<file path="src/rtl/adc_bcd_conv_pkg.sv">
// Shared BCD display definitions: digit geometry, converter state encoding,
// and the per-nibble double-dabble correction step.
package adc_bcd_conv_pkg;

  localparam int BCD_DIGITS = 4;
  localparam int BCD_W      = 4;

  typedef enum logic {
    ACCUM   = 1'b0,
    CONVERT = 1'b1
  } conv_state_t;

  // Pre-shift correction so a nibble carries into the next decade after doubling.
  function automatic logic [BCD_W-1:0] add3_if_ge5(input logic [BCD_W-1:0] nibble);
    return (nibble >= BCD_W'(5)) ? nibble + BCD_W'(3) : nibble;
  endfunction

endpackage

</file>
<file path="src/rtl/adc_bcd_conv_dd_engine.sv">
// Iterative double-dabble core: one add-3/shift step per clock, DATA_W steps
// per conversion. done is high during the final step, with bcd already final.
module bcd_dd_engine
  import adc_bcd_conv_pkg::*;
#(
  parameter int DATA_W = 12
) (
  input  logic                        clk,
  input  logic                        rst_n,
  input  logic                        start,
  input  logic [DATA_W-1:0]           bin,
  output logic [BCD_DIGITS*BCD_W-1:0] bcd,
  output logic                        done,
  output logic                        busy
);

  localparam int BCD_TOT = BCD_DIGITS * BCD_W;
  localparam int IW      = $clog2(DATA_W + 1);

  logic               running;
  logic [IW-1:0]      iter;
  logic [DATA_W-1:0]  bin_sr;
  logic [BCD_TOT-1:0] scratch;
  logic [BCD_TOT-1:0] adj;
  logic [BCD_TOT-1:0] shifted;

  always_comb begin
    adj = '0;
    for (int i = 0; i < BCD_DIGITS; i++) begin
      adj[i*BCD_W +: BCD_W] = add3_if_ge5(scratch[i*BCD_W +: BCD_W]);
    end
  end

  assign shifted = BCD_TOT'({adj, bin_sr[DATA_W-1]});
  assign bcd     = shifted;
  assign done    = running && (iter == IW'(DATA_W - 1));
  assign busy    = running;

  always_ff @(posedge clk or negedge rst_n) begin
    if (!rst_n) begin
      running <= 1'b0;
      iter    <= '0;
      bin_sr  <= '0;
      scratch <= '0;
    end else if (start) begin
      running <= 1'b1;
      iter    <= '0;
      bin_sr  <= bin;
      scratch <= '0;
    end else if (running) begin
      scratch <= shifted;
      bin_sr  <= bin_sr << 1;
      iter    <= iter + IW'(1);
      if (done) running <= 1'b0;
    end
  end

endmodule

</file>
<file path="src/rtl/adc_bcd_conv.sv">
// ADC sample to 4-digit BCD converter: optional box-car averaging of
// 2^AVG_LOG2 samples, then a sequential double-dabble conversion.
module adc_bcd_conv
  import adc_bcd_conv_pkg::*;
#(
  parameter int DATA_W   = 12,
  parameter int AVG_LOG2 = 2
) (
  input  logic              clk,
  input  logic              rst_n,
  input  logic [DATA_W-1:0] data,
  input  logic              data_valid,
  output logic [BCD_W-1:0]  ones,
  output logic [BCD_W-1:0]  tens,
  output logic [BCD_W-1:0]  hundreds,
  output logic [BCD_W-1:0]  thousands,
  output logic              bcd_valid,
  output logic              busy,
  output logic              overrun
);

  localparam int ACC_W   = DATA_W + AVG_LOG2;
  localparam int CNT_W   = AVG_LOG2 + 1;
  localparam int BCD_TOT = BCD_DIGITS * BCD_W;

  conv_state_t        state, state_next;
  logic [ACC_W-1:0]   acc;
  logic [CNT_W-1:0]   cnt;
  logic [ACC_W-1:0]   sum;
  logic [DATA_W-1:0]  avg;
  logic               window_done;
  logic               eng_done;
  logic [BCD_TOT-1:0] eng_bcd;
  logic [BCD_TOT-1:0] digits;

  assign sum = acc + ACC_W'(data);
  assign avg = DATA_W'(sum >> AVG_LOG2);

  always_comb begin
    state_next  = state;
    window_done = 1'b0;
    case (state)
      ACCUM: begin
        window_done = data_valid && (cnt == CNT_W'((1 << AVG_LOG2) - 1));
        if (window_done) state_next = CONVERT;
      end
      CONVERT: begin
        if (eng_done) state_next = ACCUM;
      end
      default: state_next = ACCUM;
    endcase
  end

  always_ff @(posedge clk or negedge rst_n) begin
    if (!rst_n) state <= ACCUM;
    else        state <= state_next;
  end

  // Samples arriving while converting are dropped without touching the window.
  always_ff @(posedge clk or negedge rst_n) begin
    if (!rst_n) begin
      acc       <= '0;
      cnt       <= '0;
      overrun   <= 1'b0;
      bcd_valid <= 1'b0;
      digits    <= '0;
    end else begin
      overrun   <= data_valid && (state == CONVERT);
      bcd_valid <= eng_done;
      if (eng_done) digits <= eng_bcd;
      if (state == ACCUM && data_valid) begin
        if (window_done) begin
          acc <= '0;
          cnt <= '0;
        end else begin
          acc <= sum;
          cnt <= cnt + CNT_W'(1);
        end
      end
    end
  end

  bcd_dd_engine #(.DATA_W(DATA_W)) u_engine (
    .clk   (clk),
    .rst_n (rst_n),
    .start (window_done),
    .bin   (avg),
    .bcd   (eng_bcd),
    .done  (eng_done),
    .busy  (busy)
  );

  assign ones      = digits[0*BCD_W +: BCD_W];
  assign tens      = digits[1*BCD_W +: BCD_W];
  assign hundreds  = digits[2*BCD_W +: BCD_W];
  assign thousands = digits[3*BCD_W +: BCD_W];

endmodule
</file>
<file path="config.mk">
export PLATFORM = sky130hd
export DESIGN_NAME = adc_bcd_conv
export DESIGN_NICKNAME = d
export VERILOG_FILES = /design/src/rtl/adc_bcd_conv_pkg.sv /design/src/rtl/adc_bcd_conv_dd_engine.sv /design/src/rtl/adc_bcd_conv.sv
export SDC_FILE = /design/constraint.sdc
export NUM_CORES = 1
export LEC_CHECK = 0
export CAP_MARGIN = 20
export CORE_AREA = 3 3 94 113
export CTS_BUF_LIST = sky130_fd_sc_hd__clkbuf_8
export DETAILED_ROUTE_END_ITERATION = 8
export DIE_AREA = 0 0 97 116
export PLACE_DENSITY = 0.64
export SYNTH_ARGS = -nofsm -noshare
export SYNTH_HDL_FRONTEND = slang
export SYNTH_SLANG_ARGS = --single-unit
</file>
<file path="constraint.sdc">
create_clock -name clk -period 3.4 [get_ports clk]
set_clock_uncertainty 0.1 [all_clocks]
set_input_delay 1.02 -clock clk [delete_from_list [all_inputs] [get_ports clk]]
set_output_delay 1.02 -clock clk [all_outputs]
set_load 0.01 [all_outputs]
</file>
==> impl_metrics.tcl <==
set metrics [dict create \
    timing.max_slew.rel_slack_pct 61.47 \
    synth_cell_area_um2 3809 \
    internal_power_mw 2.450 \
    crit_slowest_cell "sky130_fd_sc_hd__clkdlybuf4s50_1" \
    grt_first_pass_wirelength_um 13280 \
    power.share.combinational_pct 50.5 \
    critPathArrivalTime_ns 3.12 \
    dpl_cell_area_um2 4303 \
    initial_core_util_pct 39.62 \
    rsz0062_at_grt "no" \
    crit_path_cell_trace "clkdlybuf4s50_1, ha_1, inv_1, fa_1, nand2b_1, a21o_1, a21bo_1, nor3b_1, o41ai_1" \
    fillCellCount 930 \
    syn_nets 434 \
    die_h_um 116 \
    diodes 0 \
    globalRouteOverflowTotal 0 \
    setup-tns-final_ns 0 \
    family_with_the_most_delay_on_the_worst_path "compound AO/OA/AOI/OAI gates" \
    fin_crit_sh_pct 88.11 \
    timing_max_transition_violations_final 0 \
    chipWidth_um 97 \
    cts_buffers 9 \
    drt_iter0_markers 99 \
    gr-usage-all-layers_pct 14.46 \
    ant_nets 0 \
    synth.largest_area_cell "sky130_fd_sc_hd__dfrtp_1" \
    power.density_cell_area_nw_per_um2 917.3 \
    finalSetupViolations 0 \
    number_of_buffers_added_for_setup_after_cts 0 \
    yosys-top-cells-count "69 x sky130_fd_sc_hd__dfrtp_1, 52 x sky130_fd_sc_hd__nand2_1, 32 x sky130_fd_sc_hd__a21oi_1" \
    crit_path_max_fanout 4 \
    nNetsFinal 471 \
    boundary_pins 34 \
    ys_warn_count 0 \
    initial_antenna_violation_count 0 \
    post-synth-top-count-cell "sky130_fd_sc_hd__dfrtp_1" \
    path_clk_slew_ns 0.07 \
    cts_hold_buffers 0 \
    power.clock.fraction_pct 14.7 \
    edff_count_synth 0 \
    place.gp.congestion 0.8952 \
    worstPathBufferInverterCount 2 \
    number_of_global_route_vias_before_repair 2819 \
    clock_latency_ns 0.34 \
    max-vdd-ir-drop_v 0.0003600 \
    number_of_storage_elements_in_the_synthesis_netlist 69 \
    postSynthAreaPerCell_um2 9.642 \
    numClockSinks 69 \
    endpoint_required_time_on_the_critical_path_ns 3.52 \
    max_freq_ghz 0.3338 \
    yosys-top-cells-area "sky130_fd_sc_hd__dfrtp_1 45%, sky130_fd_sc_hd__ha_1 7.6%, sky130_fd_sc_hd__nand2_1 5.1%" \
    largest_stage_delay_on_the_critical_path_ns 0.46 \
    detail_route.vias_per_cell 5.236 \
    post_synth_top_flop "sky130_fd_sc_hd__dfrtp_1" \
    drive_above_1_share_pct 9.382 \
    path_class "input pin to register" \
    max-clock-path-buffers 2 \
    yosys.cell_types.count 47 \
    worst-slew-pin-transition_ns 0.5779 \
    row_count 39 \
    tritoncts "built" \
    post-route-drc-count 0 \
    seq_power_share_pct 34.8 \
    cts-resized-gates 0 \
    area_growth_pct 17.61 \
    vias_after_detailed_routing 2932 \
    pre_cts_slack_ns 0.02976 \
    swShare_pct 40.37 \
    power.leakage_nw 2.029 \
    finalInstanceArea_um2 4479 \
    ctsRootBufferMaster "sky130_fd_sc_hd__clkbuf_8" \
    outcome "complete, no violations" \
    hold_wc_path_type "register to register" \
    startpoint_types "input pin" \
    syn-instance-count 395 \
    finalCriticalPeriod_ns 2.996 \
    postLayoutSetupSlackWorst_ns 0.4041 \
    dr.pass1.iters 4 \
    setup.worst_path.end_class "register" \
    route.detailed.wl_per_inst_um 13.81 \
    finalHoldViolations 0 \
    hpwl_um 5526 \
    post-synth-top-area-fraction_pct 45.34 \
    synth_sequential_area_ratio_pct 45.34 \
    h-tree-depth 3 \
    switching_power_mw 1.659 \
    grt_start_max_net_pins 46 \
    core_um2 9613 \
    route.final.wire_length_um 7734 \
    synthArstFlopShare_pct 100.0 \
    maxCapViolations 0 \
    die-area_um2 11250 \
    placement.io_buffers 33 \
]
sequential cells by signal, summed over array words and instances, names as in the netlist:
| signal | count |
|---|---|
| digits | 16 |
| u_engine.scratch | 16 |
| acc | 14 |
| u_engine.bin_sr | 12 |
| u_engine.iter | 4 |
| cnt | 3 |
| bcd_valid | 1 |
| overrun | 1 |
| state | 1 |
| u_engine.busy | 1 |
stage by stage:
| step | hold slack (ns) | power [mW] | utilization [%] | cells |
|---|---|---|---|---|
| finish | 0.3777 | 4.109 | 46.60 | 560 |
| global route | 0.4031 | 4.475 | 46.60 | 560 |
| CTS | 0.3878 | 4.143 | 46.60 | 560 |
| detailed placement | 0.3695 | 3.527 | 44.76 | 544 |
| global placement | 0.3605 | 3.465 | 44.76 | 544 |
| floorplan | 0.3473 | 2.937 | - | 395 |
worst paths after layout:
path / start / endpoint / slack, ns / cells past startpoint
worst max-delay path: data[0] / acc[8]$_DFFE_PN0P_ / 0.40 / 9
worst min-delay path: digits[6]$_DFFE_PN0P_ / digits[6]$_DFFE_PN0P_ / 0.38 / 2
worst max register to register: acc[8]$_DFFE_PN0P_ / acc[12]$_DFFE_PN0P_ / 1.16 / 6
worst min register to register: digits[6]$_DFFE_PN0P_ / digits[6]$_DFFE_PN0P_ / 0.38 / 2
max in group asynchronous: rst_n / acc[12]$_DFFE_PN0P_ / 2.12 / 2
min in group asynchronous: rst_n / digits[6]$_DFFE_PN0P_ / 0.48 / 1
layer usage:
layer  part of all wire, %  GRT usage, %  wire [µm]  vias up
met4                   2.0         6.367        151        0
li1                      -             -          -     1481
met1                    47         18.29       3663     1387
met3                   3.3         3.010        253       14
met2                    47         24.13       3666       50
met5                     0             0          0        -
kinds of logic (layout without fill, tap and decap cells):
group                      count (synthesis)  after routing  synth area share (%)
and+or+nand+nor                          123            123                 15.83
AOI/OAI and AO/OA                        111            111                 18.56
DFF                                       69             69                 45.34
buffers and inverters                     35             77                 3.581
adders and majority gates                 24             24                 8.082
muxes                                     21             21                 5.848
xor gates and xnor gates                  12             12                 2.760
tightest hold or removal path: stages (launching register included):
cell and delay, ns:
sky130_fd_sc_hd__dfrtp_1 0.34, sky130_fd_sc_hd__nand2_1 0.05, sky130_fd_sc_hd__o21ai_0 0.06
layout make-up:
| cell class | count | area (µm²) | share of cell area, % |
|---|---|---|---|
| multi-input cells | 291 | 1946 | 43.44 |
| clock inverters | 6 | 38.79 | 0.8659 |
| repair buffers | 42 | 405.4 | 9.050 |
| inverters | 19 | 71.32 | 1.592 |
| well taps | 123 | 153.9 | 3.436 |
| flip-flops and latches | 69 | 1727 | 38.55 |
| clock buffers | 10 | 137.6 | 3.073 |
layout by cell type (no fill, tap or decap), types with 10 or more instances in the layout:
master,synthesis,layout
sky130_fd_sc_hd__a21oi_1,32,32
sky130_fd_sc_hd__clkbuf_8,0,10
sky130_fd_sc_hd__clkdlybuf4s50_1,0,32
sky130_fd_sc_hd__dfrtp_1,69,69
sky130_fd_sc_hd__ha_1,23,23
sky130_fd_sc_hd__inv_1,19,19
sky130_fd_sc_hd__mux2_2,10,10
sky130_fd_sc_hd__mux2i_1,11,11
sky130_fd_sc_hd__nand2_1,52,52
sky130_fd_sc_hd__nor2_1,15,15
sky130_fd_sc_hd__o21ai_0,29,29
sky130_fd_sc_hd__o31ai_1,10,10
power by group through the flow:
stage               sequential [mW]  clock [mW]  combinational [mW]
floorplan                      1.42           0                1.51
global placement               1.43           0                2.03
detailed placement             1.44           0                2.08
CTS                            1.43       0.618                2.10
global route                   1.48       0.653                2.34
finish                         1.43       0.605                2.08
No activity file was read; power rests on OpenSTA's default activity.
